### src/rtl/piezo_note_decoder_pkg.sv
// Note table, note index encoding and 7-segment letters shared by the piezo tone generator
// and the piezo_note_decoder receive side.
package piezo_note_decoder_pkg;

    localparam int HALF_W    = 12;
    localparam int NUM_NOTES = 8;

    localparam logic [HALF_W-1:0] NOTE_HALF_C2 = 12'd1913;
    localparam logic [HALF_W-1:0] NOTE_HALF_D2 = 12'd1704;
    localparam logic [HALF_W-1:0] NOTE_HALF_E2 = 12'd1518;
    localparam logic [HALF_W-1:0] NOTE_HALF_F2 = 12'd1432;
    localparam logic [HALF_W-1:0] NOTE_HALF_G2 = 12'd1276;
    localparam logic [HALF_W-1:0] NOTE_HALF_A2 = 12'd1137;
    localparam logic [HALF_W-1:0] NOTE_HALF_B2 = 12'd1013;
    localparam logic [HALF_W-1:0] NOTE_HALF_C3 = 12'd956;

    localparam logic [HALF_W-1:0] NOTE_HALF [NUM_NOTES] = '{
        NOTE_HALF_C2, NOTE_HALF_D2, NOTE_HALF_E2, NOTE_HALF_F2,
        NOTE_HALF_G2, NOTE_HALF_A2, NOTE_HALF_B2, NOTE_HALF_C3
    };

    // Index order matches keypad btn[7:0]; NOTE_NONE marks an unclassified half-period.
    typedef enum logic [3:0] {
        NOTE_C2   = 4'd0,
        NOTE_D2   = 4'd1,
        NOTE_E2   = 4'd2,
        NOTE_F2   = 4'd3,
        NOTE_G2   = 4'd4,
        NOTE_A2   = 4'd5,
        NOTE_B2   = 4'd6,
        NOTE_C3   = 4'd7,
        NOTE_NONE = 4'd8
    } note_idx_t;

    typedef enum logic [1:0] {
        ST_IDLE   = 2'd0,
        ST_ACQ    = 2'd1,
        ST_LOCKED = 2'd2
    } dec_state_t;

    // Segment bit order g..a (bit0 = a), active-high.
    localparam logic [6:0] SEG_LTR_C = 7'h39;
    localparam logic [6:0] SEG_LTR_D = 7'h5E;
    localparam logic [6:0] SEG_LTR_E = 7'h79;
    localparam logic [6:0] SEG_LTR_F = 7'h71;
    localparam logic [6:0] SEG_LTR_G = 7'h3D;
    localparam logic [6:0] SEG_LTR_A = 7'h77;
    localparam logic [6:0] SEG_LTR_B = 7'h7C;

    function automatic logic [7:0] note_onehot(input note_idx_t idx);
        if (idx == NOTE_NONE) return 8'h00;
        return 8'h01 << idx;
    endfunction

    function automatic logic [6:0] note_seg(input logic [7:0] onehot);
        case (onehot)
            8'h01:   return SEG_LTR_C;
            8'h02:   return SEG_LTR_D;
            8'h04:   return SEG_LTR_E;
            8'h08:   return SEG_LTR_F;
            8'h10:   return SEG_LTR_G;
            8'h20:   return SEG_LTR_A;
            8'h40:   return SEG_LTR_B;
            8'h80:   return SEG_LTR_C;
            default: return 7'h00;
        endcase
    endfunction

endpackage

### src/rtl/piezo_note_decoder_if.sv
// Tone input and locked-note outputs of piezo_note_decoder.
// The seg field exists only when TONE_SEG_EN is defined.
interface piezo_note_decoder_if;

    logic       tone_in;
    logic [7:0] note;
    logic       note_valid;
    logic       note_chg;
`ifdef TONE_SEG_EN
    logic [6:0] seg;

    modport slave  (input tone_in, output note, output note_valid, output note_chg, output seg);
    modport master (output tone_in, input note, input note_valid, input note_chg, input seg);
`else
    modport slave  (input tone_in, output note, output note_valid, output note_chg);
    modport master (output tone_in, input note, input note_valid, input note_chg);
`endif

endinterface

### src/rtl/piezo_note_decoder_tone_period_meter.sv
// Synchronizes tone_in, detects either edge and measures the half-period with a
// 12-bit saturating counter; all outputs are registered strobes/values.
module tone_period_meter
    import piezo_note_decoder_pkg::*;
#(
    parameter int TIMEOUT = 4000
) (
    input  logic              clk,
    input  logic              rst,
    input  logic              tone_in,
    output logic              edge_stb,
    output logic [HALF_W-1:0] half_period,
    output logic              timeout_stb
);

    localparam logic [HALF_W-1:0] TMO_V   = HALF_W'(TIMEOUT);
    localparam logic [HALF_W-1:0] CNT_MAX = '1;

    logic              tone_p0;
    logic              tone_p1;
    logic              tone_p2;
    logic [HALF_W-1:0] cnt;
    logic              edge_c;

    assign edge_c = tone_p1 ^ tone_p2;

    // Stage p0/p1: synchronizer; p2: edge-detect history; counter and strobes follow.
    always_ff @(posedge clk or negedge rst) begin
        if (!rst) begin
            tone_p0     <= 1'b0;
            tone_p1     <= 1'b0;
            tone_p2     <= 1'b0;
            cnt         <= '0;
            edge_stb    <= 1'b0;
            timeout_stb <= 1'b0;
            half_period <= '0;
        end else begin
            tone_p0     <= tone_in;
            tone_p1     <= tone_p0;
            tone_p2     <= tone_p1;
            edge_stb    <= edge_c;
            timeout_stb <= (cnt == TMO_V);
            if (edge_c) begin
                half_period <= cnt;
                cnt         <= HALF_W'(1);
            end else if (cnt != CNT_MAX) begin
                cnt <= cnt + HALF_W'(1);
            end
        end
    end

endmodule

### src/rtl/piezo_note_decoder.sv
// Classifies measured tone half-periods against the C2..C3 table and locks onto a note.
// Optional macro TONE_SEG_EN adds the note-letter 7-segment output.
module piezo_note_decoder
    import piezo_note_decoder_pkg::*;
#(
    parameter int TOL      = 16,
    parameter int LOCK_CNT = 4,
    parameter int TIMEOUT  = 4000
) (
    input logic                 clk,
    input logic                 rst,
    piezo_note_decoder_if.slave bus
);

    localparam int                       CNT_W  = $clog2(LOCK_CNT + 1);
    localparam logic [CNT_W-1:0]         LOCK_V = CNT_W'(LOCK_CNT);
    localparam logic signed [HALF_W:0]   TOL_S  = (HALF_W + 1)'(TOL);

    logic              edge_stb;
    logic              timeout_stb;
    logic [HALF_W-1:0] half_period;

    dec_state_t        state;
    note_idx_t         cand;
    note_idx_t         cls;
    logic [CNT_W-1:0]  match_cnt;
    logic [CNT_W-1:0]  acq_cnt;
    logic [7:0]        note_r;
    logic              valid_r;
    logic              chg_r;

    tone_period_meter #(
        .TIMEOUT (TIMEOUT)
    ) u_meter (
        .clk         (clk),
        .rst         (rst),
        .tone_in     (bus.tone_in),
        .edge_stb    (edge_stb),
        .half_period (half_period),
        .timeout_stb (timeout_stb)
    );

    function automatic note_idx_t classify(input logic [HALF_W-1:0] h);
        logic signed [HALF_W:0] diff;
        classify = NOTE_NONE;
        for (int k = 0; k < NUM_NOTES; k++) begin
            diff = $signed({1'b0, h}) - $signed({1'b0, NOTE_HALF[k]});
            if (diff <= TOL_S && diff >= -TOL_S) classify = note_idx_t'(k);
        end
    endfunction

    // Run length the acquisition counter takes if this edge is accepted.
    always_comb begin
        cls     = classify(half_period);
        acq_cnt = '0;
        if (cls == NOTE_NONE)  acq_cnt = '0;
        else if (cls == cand)  acq_cnt = match_cnt + CNT_W'(1);
        else                   acq_cnt = CNT_W'(1);
    end

    // Stage p3: lock FSM and registered note outputs.
    always_ff @(posedge clk or negedge rst) begin
        if (!rst) begin
            state     <= ST_IDLE;
            cand      <= NOTE_NONE;
            match_cnt <= '0;
            note_r    <= '0;
            valid_r   <= 1'b0;
            chg_r     <= 1'b0;
        end else begin
            chg_r <= 1'b0;
            if (timeout_stb) begin
                // A coincident edge is the partial first half-period of a new tone.
                state     <= edge_stb ? ST_ACQ : ST_IDLE;
                cand      <= NOTE_NONE;
                match_cnt <= '0;
                note_r    <= '0;
                valid_r   <= 1'b0;
            end else if (edge_stb) begin
                case (state)
                    ST_IDLE: begin
                        state     <= ST_ACQ;
                        cand      <= NOTE_NONE;
                        match_cnt <= '0;
                    end
                    ST_ACQ: begin
                        if (cls != NOTE_NONE) cand <= cls;
                        match_cnt <= acq_cnt;
                        if (acq_cnt >= LOCK_V) begin
                            state   <= ST_LOCKED;
                            note_r  <= note_onehot(cls);
                            valid_r <= 1'b1;
                            chg_r   <= 1'b1;
                        end
                    end
                    ST_LOCKED: begin
                        if (cls != cand) begin
                            state     <= ST_ACQ;
                            note_r    <= '0;
                            valid_r   <= 1'b0;
                            match_cnt <= acq_cnt;
                            if (cls != NOTE_NONE) cand <= cls;
                        end
                    end
                    default: begin
                        state     <= ST_IDLE;
                        match_cnt <= '0;
                    end
                endcase
            end
        end
    end

    assign bus.note       = note_r;
    assign bus.note_valid = valid_r;
    assign bus.note_chg   = chg_r;
`ifdef TONE_SEG_EN
    assign bus.seg        = note_seg(note_r);
`endif

endmodule

### src/flat_wrapper.sv
// flat-port wrapper written by rule: the top's interface ports become plain ports
module piezo_note_decoder_flat import piezo_note_decoder_pkg::*;
#(
    parameter int TOL      = 16,
    parameter int LOCK_CNT = 4,
    parameter int TIMEOUT  = 4000
)
  (clk, rst, bus_tone_in, bus_note, bus_note_valid, bus_note_chg);
  piezo_note_decoder_if bus_i ();
  input logic clk;
  input logic rst;
  input wire logic [$bits(bus_i.tone_in)-1:0] bus_tone_in;
  output wire logic [$bits(bus_i.note)-1:0] bus_note;
  output wire logic [$bits(bus_i.note_valid)-1:0] bus_note_valid;
  output wire logic [$bits(bus_i.note_chg)-1:0] bus_note_chg;
  assign bus_i.tone_in = bus_tone_in;
  assign bus_note = bus_i.note;
  assign bus_note_valid = bus_i.note_valid;
  assign bus_note_chg = bus_i.note_chg;
  piezo_note_decoder #(.TOL(TOL), .LOCK_CNT(LOCK_CNT), .TIMEOUT(TIMEOUT)) u_core (.clk(clk), .rst(rst), .bus(bus_i));
endmodule
### config.mk
export PLATFORM = sky130hd
export DESIGN_NAME = piezo_note_decoder_flat
export DESIGN_NICKNAME = d
export VERILOG_FILES = /design/src/rtl/piezo_note_decoder_pkg.sv /design/src/rtl/piezo_note_decoder_if.sv /design/src/rtl/piezo_note_decoder_tone_period_meter.sv /design/src/rtl/piezo_note_decoder.sv /design/src/flat_wrapper.sv
export SDC_FILE = /design/constraint.sdc
export NUM_CORES = 1
export LEC_CHECK = 0
export CAP_MARGIN = 20
export CORE_AREA = 2 2 93 95
export DETAILED_ROUTE_END_ITERATION = 10
export DIE_AREA = 0 0 95 97
export GPL_TIMING_DRIVEN = 0
export HOLD_SLACK_MARGIN = 0.15
export PLACE_DENSITY = 0.71
export SYNTH_ARGS = -nofsm -noshare
export SYNTH_HDL_FRONTEND = slang
export SYNTH_SLANG_ARGS = --single-unit
### constraint.sdc
create_clock -name clk -period 6.66 [get_ports clk]
set_clock_uncertainty 0.05 [all_clocks]
set_input_delay 0.999 -clock clk [delete_from_list [all_inputs] [get_ports clk]]
set_output_delay 0.999 -clock clk [all_outputs]
set_load 0.02 [all_outputs]
==> results.json, run 1 <==
{
  "area_growth_pct": 9.18,
  "synth_top_area_share": 0.267,
  "synth_nets": 573,
  "reg2reg_from": "u_core.u_meter.half_period[3]",
  "dpl-instance-area_um2": 4670,
  "clockRootBuffer": "clkbuf_8",
  "outcome": "finished, final reports clean",
  "yosys.area_share.simple": 0.263,
  "synth-xor-area-share": 0.0717,
  "worst_slew_pin_slew_ns": 0.766,
  "fin_setup_tns_ns": 0,
  "route.vias.total": 4292,
  "routabilityCongestion": 1.03,
  "drt-initial-drc-count": 353,
  "core_um2": 8130,
  "rows": 33,
  "grtUsageTotal": 0.287,
  "ctsResizeCount": 0,
  "postCtsHoldBufs": 0,
  "most-common-layout-cells": "52 x nand2_1, 47 x dfrtp_1, 36 x o21ai_0, 36 x nor2_1, 29 x nand3_1",
  "antenna_found_initial": 0,
  "cp-end-kind": "flop",
  "synth_top_family_by_area": "simple AND/OR/NAND/NOR gates",
  "ys.flop_type": "dfrtp_1",
  "path_clk_slew_ns": 0.10,
  "yosysTopAreaCell": "dfrtp_1",
  "grt_pass1_vias": 4236,
  "postLayoutCoreUtil": 0.591,
  "min_path_cells": 0,
  "hold_viol": 0,
  "num_io_pins": 13,
  "grt_setup_unrepaired": "false",
  "min_period_ns": 4.51,
  "path_cells": "buf_2, inv_2, ha_1, or4b_4, a211oi_2, o2111a_1, o211ai_1, o41a_2, and4_1, buf_6, and3_1, nor2_1, nand3_1, o22a_1, buf_6, mux2_4",
  "ir_worst_vdd_mv": 0.139,
  "diodes": 0,
  "h-tree-depth": 2,
  "start_kind": "flop",
  "critical_path_class": "flop to flop",
  "die-area_um2": 9220,
  "grt_max_degree": 32,
  "viasPerCell": 6.39,
  "cap_violations": 0,
  "fin_area_um2": 4800,
  "post_cts_buffers": 0,
  "setup_slack_ns": 2.15,
  "cp.arrival_ns": 4.65,
  "top_layer": "met4",
  "min_from": "u_core.u_meter.tone_p0",
  "io_buffers": 12,
  "cts_tree": "yes",
  "chipHeight_um": 97,
  "grt_pass1_wl_um": 21000,
  "multi_input_area_um2": 2910,
  "reg2regPathDepth": 16,
  "synth_area_per_cell_um2": 8.06,
  "post_drt_wl_per_cell_um": 19.0,
  "finalNetCount": 593,
  "hold_path_end": "u_core.u_meter.tone_p1",
  "ant_nets": 0,
  "die_w_um": 95,
  "synth_compound_area_frac": 0.223,
  "synthArstFlopShare": 1.00,
  "synth_mux_area_frac": 0.0355,
  "hold_slack_ns": 0.312,
  "ys.warnings.count": 0,
  "holdCritPathClass": "flop to flop",
  "seqCellArea_um2": 1200,
  "drtPass1Iterations": 7,
  "syn_area_um2": 4400,
  "leakagePower_uw": 0.00203,
  "setup_viol": 0,
  "start_util": 0.541,
  "synth_cells": 546,
  "cpMostUsedCell": "buf_6",
  "cts_buffers": 5,
  "wl_met1_um": 5460,
  "insertion_delay_ns": 0.31,
  "wl_met3_um": 792,
  "max_stage_delay_ns": 0.57,
  "grt.overflow.total": 0,
  "drv_slew": 0,
  "crit_fanout": 10,
  "powerDensity_nw_per_um2": 163,
  "clock.fmax_mhz": 222,
  "met2_length_um": 5880,
  "ys_top_cells_by_area": "dfrtp_1 27%, ha_1 6.8%, xnor2_1 5.6%, nand2_1 4.4%, o21ai_0 4.1%",
  "cp_slowest_cell": "or4b_4",
  "routed_wl_um": 12800,
  "fillerInstances": 739,
  "cts_sinks": 48,
  "worst_r2r_endpoint": "u_core.bus.note[6]",
  "critPathLaunch": "u_core.u_meter.half_period[3]",
  "pre_cts_ws_ns": 2.21,
  "ys_types": 77,
  "dp_hpwl_um": 9550,
  "min_period_over_period": 0.678,
  "route.detailed.drc": 0,
  "cp.required_ns": 6.80,
  "rrSetupSlack_ns": 2.15,
  "final_common_cell": "nand2_1",
  "synth-edff-count": 0,
  "synth_seq_cells": 48,
  "cts_max_path_buffers": 2,
  "maxSlewHeadroom": 0.483,
  "ys_seq_area_frac": 0.273,
  "drive_above_1_share": 0.0847,
  "synthAdderAreaFrac": 0.0682
}
## logic make-up after synthesis
group	Yosys count
DFF	48
xor gates and xnor gates	36
AOI/OAI and AO/OA	143
adders and majority gates	24
muxes	14
and+or+nand+nor	221
buffers and inverters	60
## where the power goes
group	switching, uW	total [uW]	internal, uW	leakage [uW]
registers	16.4	322	305	0.000647
logic	129	208	79.5	0.00132
clock network	102	253	151	0.0000687
total	247	783	536	0.00203
## layout make-up
type | instances | area share
clock inverter | 3 | 0.0143
inverter | 26 | 0.0203
clock buffer | 5 | 0.0143
tap | 105 | 0.0273
sequential | 48 | 0.250
multi-input combinational | 438 | 0.606
buffer | 34 | 0.0396
timing repair buffer | 13 | 0.0281
## cells in the mapped netlist (all sizes together) (11+ instances only)
cell	n
nor3	20
buf	23
o21ai	36
nor2b	17
a21oi	25
clkbuf	11
nand2b	11
nand3	29
nor2	36
nand2	52
nand4	11
xnor2	28
dfrtp	47
inv	21
ha	24
## stage by stage
stage | power [uW] | cells
final | 783 | 672
after global routing | 824 | 672
after CTS | 785 | 672
after detailed placement | 533 | 664
after global placement | 525 | 663
after floorplan | 475 | 546
## worst max-delay path, delay by kind of cell (launching register included)
family,cells,cell delay (ns)
and+or+nand+nor,5,1.46
AOI/OAI and AO/OA,5,1.04
buffers and inverters,4,0.72
DFF,1,0.52
adders and majority gates,1,0.29
muxes,1,0.29
## registers in the layout, summed over array words and instances (netlist names)
name / cells
u_core.cand: 4
u_core.bus.note: 8
u_core.u_meter.timeout_stb: 1
u_core.u_meter.tone_p2: 1
u_core.u_meter.edge_stb: 1
u_core.u_meter.cnt: 12
u_core.bus.note_valid: 1
u_core.match_cnt: 3
u_core.bus.note_chg: 1
u_core.u_meter.tone_p1: 1
u_core.u_meter.tone_p0: 1
u_core.u_meter.half_period: 12
u_core.state: 2
## worst max path at each step
stage,endpoint
after floorplan,u_core.bus.note[1]
after global placement,u_core.bus.note[2]
after detailed placement,u_core.bus.note[6]
after CTS,u_core.bus.note[6]
after global routing,u_core.bus.note[6]
final,u_core.bus.note[6]
## routing by layer
metal | vias up | global-route usage
met1 | 2011 | 0.389
met2 | 199 | 0.448
met5 | - | 0
met4 | 0 | 0.151
li1 | 2027 | -
met3 | 55 | 0.0296
(Power assumes the default switching activity.)
==> run 2, diff against run 1 <==
==> constraint.sdc (replaced) <==
create_clock -name clk -period 4.7 [get_ports clk]
set_clock_uncertainty 0.05 [all_clocks]
set_input_delay 0.705 -clock clk [delete_from_list [all_inputs] [get_ports clk]]
set_output_delay 0.705 -clock clk [all_outputs]
set_load 0.02 [all_outputs]
==> results of run 2 <==
The final DEF is identical to that of run 1. Status: finished, final reports clean.
Main changes from that run: setup slack after placement 2.21 ns -> 0.246 ns; setup slack after layout 2.15 ns -> 0.186 ns; hold slack 0.312 ns -> 0.271 ns; register-to-register setup slack 2.15 ns -> 0.19 ns; total power 783 uW -> 1110 uW; worst IR drop on VDD 0.139 mV -> 0.197 mV
==> run 3, diff against run 2 <==
--- a/config.mk
+++ b/config.mk
@@ -10,8 +10,7 @@
 export DETAILED_ROUTE_END_ITERATION = 10
 export DIE_AREA = 0 0 95 97
 export GPL_TIMING_DRIVEN = 0
-export HOLD_SLACK_MARGIN = 0.15
-export PLACE_DENSITY = 0.71
+export PLACE_DENSITY = 0.77
 export SYNTH_ARGS = -nofsm -noshare
 export SYNTH_HDL_FRONTEND = slang
 export SYNTH_SLANG_ARGS = --single-unit
==> run 3 against run 2 <==
Net effect:
- final cell count is the same
- clock-buffer cell count is the same
- critical path depth is the same
- wire length shrank 2.2%
- die area is the same
- first-iteration DRC count shrank 9.9%
- cell area shrank 0.52%
- critical path type unchanged
- combinational power is essentially flat
- critical endpoint is now u_core.bus.note[2]
- power shrank 6.2%
==> results.json, run 3 (same netlist as run 1, synthesis figures left out) <==
{
  "outcome": "finished, final reports clean",
  "drt-initial-drc-count": 318,
  "setup_viol": 0,
  "start_kind": "flop",
  "final_common_cell": "nand2_1",
  "cts_buffers": 5,
  "grt_pass1_vias": 4247,
  "die_w_um": 95,
  "worst_r2r_endpoint": "u_core.bus.note[2]",
  "hold_viol": 0,
  "cp.arrival_ns": 4.58,
  "drtPass1Iterations": 5,
  "viasPerCell": 6.48,
  "grt_pass1_wl_um": 20900,
  "route.detailed.drc": 0,
  "ant_nets": 0,
  "postCtsHoldBufs": 0,
  "io_buffers": 12,
  "routed_wl_um": 12500,
  "critical_path.top_delay_family": "compound AO/OA/AOI/OAI gates",
  "core_um2": 8130,
  "critPathLaunch": "u_core.u_meter.half_period[3]",
  "cts_sinks": 48,
  "grtUsageTotal": 0.282,
  "cp.required_ns": 4.83,
  "holdCritPathClass": "primary input to asynchronous set/reset pin",
  "worst-path-buf-inv": 4,
  "path_cells": "buf_2, inv_2, ha_1, or4b_4, a211oi_2, o2111a_1, o211ai_1, o41a_2, and4_1, buf_6, mux2i_1, a2bb2oi_1, nand3_1, o22a_1, buf_6, mux2_4",
  "critical_path_class": "flop to flop",
  "clockRootBuffer": "clkbuf_8",
  "min_period_ns": 4.45,
  "max_stage_delay_ns": 0.58,
  "grt.overflow.total": 0,
  "area_growth_pct": 8.62,
  "rows": 33,
  "h-tree-depth": 2,
  "min_period_over_period": 0.947,
  "cts_max_path_buffers": 2,
  "cpMostUsedCell": "buf_6",
  "finalNetCount": 593,
  "num_io_pins": 13,
  "most-common-layout-cells": "52 x nand2_1, 46 x dfrtp_1, 36 x o21ai_0, 36 x nor2_1, 29 x nand3_1",
  "chipHeight_um": 97,
  "fin_setup_tns_ns": 0,
  "antenna_found_initial": 0,
  "total_power_uw": 1040,
  "cp_slowest_cell": "or4b_4",
  "drv_slew": 0,
  "maxSlewHeadroom": 0.530,
  "diodes": 0,
  "clock.fmax_mhz": 225,
  "die-area_um2": 9220,
  "rrSetupSlack_ns": 0.25,
  "cts_tree": "yes",
  "post_cts_buffers": 0,
  "leakagePower_uw": 0.00201,
  "routabilityCongestion": 1.07,
  "route.vias.total": 4353,
  "dp_hpwl_um": 9370,
  "powerDensity_nw_per_um2": 218,
  "cap_violations": 0,
  "start_util": 0.541,
  "ir_worst_vdd_mv": 0.204,
  "worst_slew_pin_slew_ns": 0.703,
  "grt_max_degree": 28,
  "path_clk_slew_ns": 0.09,
  "crit_fanout": 10,
  "reg2reg_from": "u_core.u_meter.half_period[3]",
  "drive_above_1_share": 0.0864,
  "cp-end-kind": "flop",
  "grt_setup_unrepaired": "false",
  "insertion_delay_ns": 0.29,
  "reg2regPathDepth": 16,
  "post_drt_wl_per_cell_um": 18.6
}
[run 3: cell count changes in the layout (fill, tap and decap cells not counted)]
cell        previous run  this run
dfrtp_2                0         1
inv_6                  1         0
dfrtp_1               47        46
clkinvlp_4             0         1
clkinv_2               0         1
bufinv_16              2         1
[run 3: routing by layer]
metal  GRT usage  share of wire  wire length [um]  vias up
li1            -              -                 -     2014
met1       0.363           0.41              5160     2051
met2       0.451           0.47              5810      232
met3      0.0522          0.080               995       56
met4       0.135          0.042               530        0
met5           0              0                 0        -
[run 3: layout make-up]
type                       count  area (um^2)
buffer                        34          190
clock buffer                   5         68.8
clock inverter                 3         42.5
fill                         726         3350
inverter                      26         97.6
multi-input combinational    438         2910
sequential                    48         1200
tap                          105          131
timing repair buffer          13          135
[run 3: power breakdown]
| part | total (uW) | switching [uW] | internal (uW) |
|---|---|---|---|
| clock | 290 | 133 | 157 |
| combinational | 294 | 181 | 113 |
| sequential | 456 | 23.3 | 433 |
[run 3: worst max path at each step]
stage                          to  slack (ns)  cells after the start
6_report       u_core.bus.note[2]        0.25                     16
5_1_grt        u_core.bus.note[2]        0.07                     16
4_1_cts        u_core.bus.note[2]        0.21                     16
3_5_place_dp   u_core.bus.note[2]        0.25                     16
3_3_place_gp   u_core.bus.note[2]        0.34                     16
2_1_floorplan  u_core.bus.note[1]        0.80                     16
[run 3: repair_timing]
| item | in CTS | in global routing |
|---|---|---|
| endpoints found under the hold margin | 0 | 0 |
| setup endpoints to repair | 0 | 3 |
| gates resized for setup | 0 | 1 |
[run 3: stage by stage]
stage	std cells	hold slack, ns	setup WS [ns]	instance area [um^2]	util
3_3_place_gp	663	0.284	0.337	4650	0.572
2_1_floorplan	546	0.281	0.797	4400	-
4_1_cts	672	0.325	0.208	4780	0.587
5_1_grt	672	0.331	0.0740	4780	0.588
3_5_place_dp	664	0.304	0.249	4670	0.574
6_report	672	0.320	0.251	4780	0.588
[run 3: worst register-to-register path: stages (launching register included)]
cell and delay [ns]:
dfrtp_2 0.47, buf_2 0.28, inv_2 0.15, ha_1 0.29, or4b_4 0.58, a211oi_2 0.30
o2111a_1 0.22, o211ai_1 0.15, o41a_2 0.17, and4_1 0.22, buf_6 0.13, mux2i_1 0.11
a2bb2oi_1 0.26, nand3_1 0.25, o22a_1 0.24, buf_6 0.15, mux2_4 0.31
